<file path="config.mk">
export PLATFORM = sky130hd
export DESIGN_NAME = seven_segment_scanner
export DESIGN_NICKNAME = d
export VERILOG_FILES = /design/src/rtl/seven_segment_scanner.sv
export SDC_FILE = /design/constraint.sdc
export NUM_CORES = 1
export LEC_CHECK = 0
export BUFFER_PORTS_ARGS = -buffer_cell sky130_fd_sc_hd__buf_2
export CORE_ASPECT_RATIO = 0.6
export CORE_MARGIN = 1
export CORE_UTILIZATION = 54
export DETAILED_ROUTE_END_ITERATION = 10
export PLACE_DENSITY = 0.76
export SLEW_MARGIN = 20
export SYNTH_ARGS = -nofsm -noshare
export SYNTH_HDL_FRONTEND = slang
export SYNTH_SLANG_ARGS = --single-unit
export TNS_END_PERCENT = 20
</file>
<file path="constraint.sdc">
create_clock -name clk -period 3.3 [get_ports clk]
set_clock_uncertainty 0.2 [all_clocks]
set_input_delay 0.165 -clock clk [delete_from_list [all_inputs] [get_ports clk]]
set_output_delay 0.165 -clock clk [all_outputs]
set_load 0.01 [all_outputs]
</file>
<file path="src/rtl/seven_segment_scanner.sv">
// Multiplexed 7-segment driver with sequential double-dabble BCD conversion.
// Optional leading-zero blanking: define SEVEN_SEG_LEADING_ZERO_BLANK_EN.
module seven_segment_scanner #(
    parameter int NUM_DIGITS  = 4,
    parameter int BIN_WIDTH   = 14,
    parameter int REFRESH_DIV = 50000
) (
    input  logic                  clk,
    input  logic                  rst,
    input  logic [BIN_WIDTH-1:0]  value_in,
    input  logic                  load,
    output logic                  busy,
    output logic                  overflow,
    output logic [6:0]            segment,
    output logic [NUM_DIGITS-1:0] digit_en
);

    localparam int BCD_W  = 4 * NUM_DIGITS;
    localparam int CNT_W  = (REFRESH_DIV > 1) ? $clog2(REFRESH_DIV) : 1;
    localparam int IDX_W  = (NUM_DIGITS > 1) ? $clog2(NUM_DIGITS) : 1;
    localparam int STEP_W = $clog2(BIN_WIDTH + 1);

    typedef enum logic [1:0] {IDLE, CONVERT, COMMIT} state_t;

    state_t                state;
    logic [BIN_WIDTH-1:0]  shift_reg;
    logic [BCD_W-1:0]      work_bcd;
    logic [BCD_W-1:0]      adj_bcd;
    logic [BCD_W-1:0]      disp_bcd;
    logic                  work_ovf;
    logic [STEP_W-1:0]     step;
    logic [NUM_DIGITS-1:0] blank_mask;
    logic [NUM_DIGITS-1:0] disp_blank;

    logic [CNT_W-1:0]      scan_cnt;
    logic [IDX_W-1:0]      idx;
    logic [IDX_W-1:0]      idx_next;
    logic                  scan_tc;
    logic [3:0]            sel_nib;
    logic                  sel_blank;
    logic [6:0]            seg_next;

    function automatic logic [6:0] decode(input logic [3:0] d);
        case (d)
            4'd0:    decode = 7'b0111111;
            4'd1:    decode = 7'b0000110;
            4'd2:    decode = 7'b1011011;
            4'd3:    decode = 7'b1001111;
            4'd4:    decode = 7'b1100110;
            4'd5:    decode = 7'b1101101;
            4'd6:    decode = 7'b1111101;
            4'd7:    decode = 7'b0000111;
            4'd8:    decode = 7'b1111111;
            4'd9:    decode = 7'b1101111;
            default: decode = 7'b0000000;
        endcase
    endfunction

    always_comb begin
        adj_bcd = '0;
        for (int unsigned i = 0; i < NUM_DIGITS; i++) begin
            if (work_bcd[4*i +: 4] >= 4'd5)
                adj_bcd[4*i +: 4] = work_bcd[4*i +: 4] + 4'd3;
            else
                adj_bcd[4*i +: 4] = work_bcd[4*i +: 4];
        end
    end

    // Mask is taken from the finished working BCD, which is stable during COMMIT
    always_comb begin
        blank_mask = '0;
`ifdef SEVEN_SEG_LEADING_ZERO_BLANK_EN
        begin
            logic        higher_zero;
            int unsigned j;
            higher_zero = 1'b1;
            for (int unsigned i = 0; i + 1 < NUM_DIGITS; i++) begin
                j = NUM_DIGITS - 1 - i;
                higher_zero = higher_zero && (work_bcd[4*j +: 4] == 4'd0);
                blank_mask[j] = higher_zero;
            end
        end
`endif
    end

    always_ff @(posedge clk or posedge rst) begin
        if (rst) begin
            state      <= IDLE;
            shift_reg  <= '0;
            work_bcd   <= '0;
            work_ovf   <= 1'b0;
            step       <= '0;
            busy       <= 1'b0;
            overflow   <= 1'b0;
            disp_bcd   <= '0;
            disp_blank <= '0;
        end else begin
            case (state)
                IDLE: begin
                    if (load) begin
                        shift_reg <= value_in;
                        work_bcd  <= '0;
                        work_ovf  <= 1'b0;
                        step      <= '0;
                        busy      <= 1'b1;
                        state     <= CONVERT;
                    end
                end
                CONVERT: begin
                    work_bcd  <= {adj_bcd[BCD_W-2:0], shift_reg[BIN_WIDTH-1]};
                    shift_reg <= shift_reg << 1;
                    if (adj_bcd[BCD_W-1])
                        work_ovf <= 1'b1;
                    if (step == STEP_W'(BIN_WIDTH - 1))
                        state <= COMMIT;
                    else
                        step <= step + 1'b1;
                end
                COMMIT: begin
                    disp_bcd   <= work_bcd;
                    disp_blank <= blank_mask;
                    overflow   <= work_ovf;
                    busy       <= 1'b0;
                    state      <= IDLE;
                end
                default: state <= IDLE;
            endcase
        end
    end

    always_comb begin
        scan_tc  = (scan_cnt == CNT_W'(REFRESH_DIV - 1));
        idx_next = idx;
        if (scan_tc)
            idx_next = (idx == IDX_W'(NUM_DIGITS - 1)) ? '0 : idx + 1'b1;
    end

    // Segment is decoded from the upcoming index so it lands with digit_en
    always_comb begin
        sel_nib   = '0;
        sel_blank = 1'b0;
        for (int unsigned i = 0; i < NUM_DIGITS; i++) begin
            if (IDX_W'(i) == idx_next) begin
                sel_nib   = disp_bcd[4*i +: 4];
                sel_blank = disp_blank[i];
            end
        end
        if (overflow)
            seg_next = 7'b1000000;
        else if (sel_blank)
            seg_next = 7'b0000000;
        else
            seg_next = decode(sel_nib);
    end

    always_ff @(posedge clk or posedge rst) begin
        if (rst) begin
            scan_cnt <= '0;
            idx      <= '0;
            digit_en <= NUM_DIGITS'(1);
            segment  <= 7'b0111111;
        end else begin
            scan_cnt <= scan_tc ? '0 : scan_cnt + 1'b1;
            idx      <= idx_next;
            digit_en <= NUM_DIGITS'(1) << idx_next;
            segment  <= seg_next;
        end
    end

endmodule
</file>
# Word-level counts from Yosys, hierarchy flattened

Memory sizes are Yosys's and may differ from the RTL's.
Index checks and enable logic that the tools add are counted.

Register bits: 84
ROM bits: 112
Input bits: 17
Output and inout port bits: 13
Word-level logic and storage cells: 73
Memories kept: 1

$add $sub $neg: 7
Order comparisons: 4
Eq/ne operators: 12
Shift operators: 1
Multiplexer cells: 27
Reduce and logical (&&, ||, !) cells: 9

Memory list:

| name            | words | width | rd ports | clocked after memory_dff | wr ports | RTL line | RTL |
|---|---|---|---|---|---|---|---|
| (no name shown) | 16    | 7     | 1        | 0                        | 0        | 44       | `case (d)` |

Operators with widths:

| cell                                                | count |
|---|---|
| two-way mux 4 bit                                   | 10 |
| two-way mux 16 bit                                  | 2 |
| case mux 16 bit (2 select lines)                    | 1 |
| case mux 14 bit (2 select lines)                    | 1 |
| adder 16 x 1 -> 16 bit, second input constant       | 1 |
| adder 4 x 2 -> 4 bit, second input constant         | 4 |
| == test 16 bit, second input constant               | 1 |
| >= comparator 4 x 3 -> 1 bit, second input constant | 4 |
| two-way mux 14 bit                                  | 1 |
| two-way mux 2 bit                                   | 4 |
| inequality test 2 bit, second input constant        | 4 |
| case mux 4 bit (2 select lines)                     | 1 |
| two-way mux 7 bit                                   | 1 |
| AND reduction 2 bit                                 | 3 |
| AND reduction 3 bit                                 | 2 |
| adder 4 x 1 -> 4 bit, second input constant         | 1 |
| == test 2 bit, first input constant                 | 2 |
| == test 2 bit, second input constant                | 2 |
| == test 4 bit, second input constant                | 1 |
| zero test 2 bit                                     | 2 |
| case mux 1 bit (2 select lines)                     | 2 |
| case mux 2 bit (2 select lines)                     | 1 |
| nonzero test 2 bit                                  | 2 |
| << shifter 1 x 2 -> 4 bit, first input constant     | 1 |
| other kinds (4)                                     | 6 |

# Longest topological paths before layout

An unclocked memory read counts as a cell.

Word-level depth: 10
Gate-level depth with buffers: 14
Mapped depth without buffers: 13

# Worst setup path before layout

Ideal clock, no wire load.

Kind: reg2reg
From: register scan_cnt[11]
To: register segment[0]
Setup time: 0.074 ns
Arrival time: 3.027 ns
Required time: 3.026 ns
Slack: -0.001 ns
Stages on the path, launching flop included: 11
Path buffers: 1
Period minus slack after synthesis: 3.301 ns
Cells stage by stage: dfrtp_1 or4_4 nor4_4 mux2i_1 buf_6 mux2_4 mux2i_4 inv_1 ha_1 mux2_4 o22ai_2

Word-level cells in the longest chain between the ends: 9
Elaborated cells on any way between the ends: 12
Those cells by class: 4 x eq/ne; 6 x mux; 1 x reduce/logical; 1 x memory

Ends and longest elaborated chain:

| item                            | RTL line | RTL |
|---|---|---|
| start, declared                 | 35       | `logic [CNT_W-1:0] scan_cnt;` |
| start signal, assigned          | 163      | `scan_cnt <= scan_tc ? '0 : scan_cnt + 1'b1;` |
| == test 16 bit *                | 132      | `scan_tc = (scan_cnt == CNT_W'(REFRESH_DIV - 1));` |
| two-way mux 2 bit *             | 134      | `if (scan_tc)` |
| zero test 2 bit                 | 143      | `if (IDX_W'(i) == idx_next) begin` |
| two-way mux 4 bit (3 in series) | 143      |  |
| two-way mux 4 bit *             | 143      |  |
| memory (16 x 7 bit) *           | -        |  |
| two-way mux 7 bit *             | 148      | `if (overflow)` |
| via seg_next[0]                 | 41       | `logic [6:0] seg_next;` |
| end signal, assigned            | 166      | `segment <= seg_next;` |
| end, declared                   | 14       | `output logic [6:0] segment,` |

Mark *: on every way through the listed nets, which the timed path passes. The rest lies on a longest branch.
A chain may end at the register's enable or synchronous reset.

# Final worst setup path

From: register scan_cnt[10]
To: register segment[4]

Word-level cells in the longest chain between the ends: 9
Elaborated cells on any way between the ends: 12
Those cells by class: 4 x eq/ne; 6 x mux; 1 x reduce/logical; 1 x memory

Ends and longest elaborated chain:

| item                            | RTL line | RTL |
|---|---|---|
| == test 16 bit *                | 132      |  |
| two-way mux 2 bit *             | 134      |  |
| via idx_next[1]                 | 37       | `logic [IDX_W-1:0] idx_next;` |
| zero test 2 bit                 | 143      |  |
| two-way mux 4 bit (3 in series) | 143      |  |
| two-way mux 4 bit *             | 143      |  |
| memory (16 x 7 bit) *           | -        |  |
| two-way mux 7 bit *             | 148      |  |
| via seg_next[4]                 | 41       |  |

Marked as above.

==> flow_metrics.env <==
export IMPL_status="complete, no violations"
export IMPL_cts_root_buf="clkbuf_16"
export IMPL_r2r_worst_path_cells=12
export IMPL_slew_headroom_pct=31.6
export IMPL_port_buffers=29
export IMPL_synth_seq_area_share_pct=51.3
export IMPL_worstHoldPathType="input port to register"
export IMPL_ff2ff_setup_slack_ps=170
export IMPL_n_antenna_cell=0
export IMPL_grt_start_max_net_pins=44
export IMPL_pre_cts_ws_ps=108
export IMPL_syn_area_sq_um=4110
export IMPL_cts_made_buffers=9
export IMPL_endpoint_kind="register"
export IMPL_grt_pass1_wl_um=13900
export IMPL_powerDensity_nw_per_um2=786
export IMPL_leakage_nw=2.25
export IMPL_post_drt_via_cell_ratio=5.38
export IMPL_path_clk_slew_ps=60
export IMPL_critPathLaunch="scan_cnt[10]$_DFF_PP0_"
export IMPL_grt_use_total_pct=22.6
export IMPL_reg_top3="disp_bcd x16, scan_cnt x16, work_bcd x16"
export IMPL_start_kind="register"
export IMPL_crit_fanout=7
export IMPL_grt_pass1_vias=2832
export IMPL_routed_wl_um=7970
export IMPL_synth_top_family_by_area="simple AND/OR/NAND/NOR gates"
export IMPL_r2r_end="segment[4]$_DFF_PP1_"
export IMPL_synth_top_area_share_pct=46.8
export IMPL_fmax_mhz=320
export IMPL_io_pin_count=30
export IMPL_insertion_delay_ps=330
export IMPL_seqCellArea_sq_um=2110
export IMPL_final_net_count=467
export IMPL_cp_data_required_time_ps=3360
export IMPL_hpwl_um=5400
export IMPL_drive_gt1_share_pct=20.5
export IMPL_synth_ff_type="dfrtp_1"
export IMPL_min_period_ps=3130
export IMPL_synth_enable_flop_cells=0
export IMPL_synth_area_mux_share_pct=12.1
export IMPL_min_delay_path_depth=4
export IMPL_num_vias=2915
export IMPL_ys_async_sr_fraction_pct=100
export IMPL_placed_area_sq_um=4390
export IMPL_setup_viol=0
export IMPL_synth_top_cell_by_area="dfrtp_1"
export IMPL_synth_simple_area_share_pct=13.7
export IMPL_antenna_found_initial=0
export IMPL_place_gp_congestion=0.825
export IMPL_r2r_start="scan_cnt[10]$_DFF_PP0_"
export IMPL_ir_drop_uv=564
export IMPL_firstDrtPassIters=4
export IMPL_grt_overflow=0
export IMPL_tightest_slew_ps=1030
export IMPL_ant_nets=0
export IMPL_dieArea_sq_um=7980
export IMPL_drt_initial_drc_count=233
export IMPL_endpoint="segment[4]$_DFF_PP1_"
export IMPL_synth_compound_area_share_pct=10.7
export IMPL_syn_nets=418
export IMPL_arrival_ps=3180
export IMPL_area_growth_pct=18.2
export IMPL_tns_ps=0
export IMPL_rsz0062_at_grt="no"
export IMPL_cts_tree="yes"
export IMPL_coreArea_sq_um=7330
export IMPL_maxCapViolations=0
export IMPL_chipWidth_um=115
export IMPL_crit_type="register to register"
export IMPL_synth_distinct_cells=46
export IMPL_synth_xor_area_share_pct=3.83
export IMPL_utilization_pct=66.3
export IMPL_initial_utilization_pct=56.1
export IMPL_fin_ws_ps=173
export IMPL_ys_warn_count=0
export IMPL_synth_avg_cell_area_sq_um=10.7
export IMPL_multiInputGateArea_sq_um=1890
export IMPL_clockBufferDepth=2
export IMPL_htree_levels=3
export IMPL_cts_num_sinks=84
export IMPL_synth_fa_ha_area_share_pct=5.17
export IMPL_synth_area_leaders="dfrtp_1 (47%), mux2i_1 (5.4%), ha_1 (5.2%)"
export IMPL_drv_slew=0
export IMPL_die_height_um=69.6
export IMPL_rows=24
export IMPL_drc_errors=0
export IMPL_netlist_instances=384
export IMPL_finalPower_mw=3.82
export IMPL_fill_cells=557
export IMPL_hold_viol=0
export IMPL_synth_seq_cells=84
export IMPL_period_share_pct=94.8
export IMPL_final_area_sq_um=4860
export IMPL_wl_per_cell_um=14.7
-- layout by cell type (no fill, tap or decap), types with 3 or more instances in the layout --
cell type      count
nor2_1            21
clkbuf_16          9
mux2_2             9
and3_1             3
ha_1              17
dfstp_2            7
xor2_1             9
clkinv_2           3
nand2b_1           9
mux2_4             6
inv_1             14
nand3_1           12
dlygate4sd3_1     15
mux2i_1           22
nor3b_1            4
a21oi_1           17
nand2_1           47
o21ai_1           11
o21ai_0           35
buf_4              7
mux2i_4            4
dfrtp_1           77
xnor2_1            9
nor3_1             4
buf_2             29
-- logic make-up (layout without fill, tap and decap cells) --
group / count (synthesis) / in the layout
multiplexers: 41 / 41
buffers and inverters: 32 / 86
flip-flops: 84 / 84
adder cells (fa/ha/maj): 17 / 17
AO/OA/AOI/OAI: 78 / 78
AND/OR/NAND/NOR: 114 / 114
XOR/XNOR: 18 / 18
-- routing by layer --
layer	GRT usage [%]	vias up	wire length [um]
met4	7.07	0	91
met5	0	-	0
li1	-	1420	-
met1	33.6	1427	4050
met2	32.9	58	3440
met3	5.16	10	392
-- worst max-delay path, stage by stage (launching register included) --
cell and delay [ps]:
dfrtp_1 400, or4_4 540, or4_4 530, mux2i_4 260, inv_4 80, mux2_4 360, inv_2 70, ha_1 130
inv_1 60, nand2_1 60, o22a_1 120, o211ai_1 80, a21oi_1 160
-- where the power goes --
| group | internal [mW] | switching (mW) | total (mW) | leakage, nW |
|---|---|---|---|---|
| logic | 0.533 | 0.679 | 1.21 | 1.03 |
| registers | 1.36 | 0.241 | 1.60 | 1.07 |
| clock network | 0.625 | 0.385 | 1.01 | 0.149 |
-- per-stage QoR --
stage | hold slack [ps] | cells
2_1_floorplan | 105 | 384
4_1_cts | 14.6 | 542
3_5_place_dp | 113 | 511
3_3_place_gp | 101 | 511
6_report | 17.7 | 542
5_1_grt | 57.9 | 542
-- what timing repair did --
item                                    4_1_cts  5_1_grt
resized for setup                             0        3
hold buffers                                 15        0
endpoints found under the setup margin        0        5
hold endpoints to repair                     55        0
buffers inserted                              0        0
-- worst min path at each step --
| stage | from | to | slack, ps |
|---|---|---|---|
| after CTS | load | work_bcd[12]$_DFFE_PP0P_ | 10 |
| final | load | work_bcd[12]$_DFFE_PP0P_ | 20 |
| after global placement | rst | disp_bcd[3]$_DFFE_PP0P_ | 100 |
| after detailed placement | rst | disp_bcd[3]$_DFFE_PP0P_ | 110 |
| after global routing | load | work_bcd[12]$_DFFE_PP0P_ | 60 |
| after floorplan | value_in[0] | shift_reg[0]$_DFFE_PP0P_ | 100 |
-- Yosys cell counts, types with 2 or more instances --
library cell / number
nand3_1: 13
clkbuf_1: 11
o22ai_1: 2
nor2b_1: 2
mux2_4: 5
o21ai_1: 11
o21ai_0: 35
mux2i_4: 4
xnor2_1: 9
or4_4: 2
dfrtp_1: 77
nand4_1: 2
buf_1: 2
mux2i_1: 22
dfstp_2: 7
a21oi_1: 17
nor3_1: 4
ha_1: 17
mux2_2: 10
a22o_1: 2
nor3b_1: 4
inv_2: 2
a311oi_1: 2
nor2_1: 21
nand2b_1: 9
o22ai_2: 2
and3_1: 3
xor2_1: 9
nand2_1: 47
inv_1: 15
-- final cells by class --
cell class	count	area share, %
clock buffer	12	5.28
timing repair buffer	52	7.39
clock inverter	4	0.978
inverter	18	1.47
tap	104	2.68
sequential	84	43.4
multi-input combinational	268	38.8
Note: power is estimated with default switching activity, not from simulation.
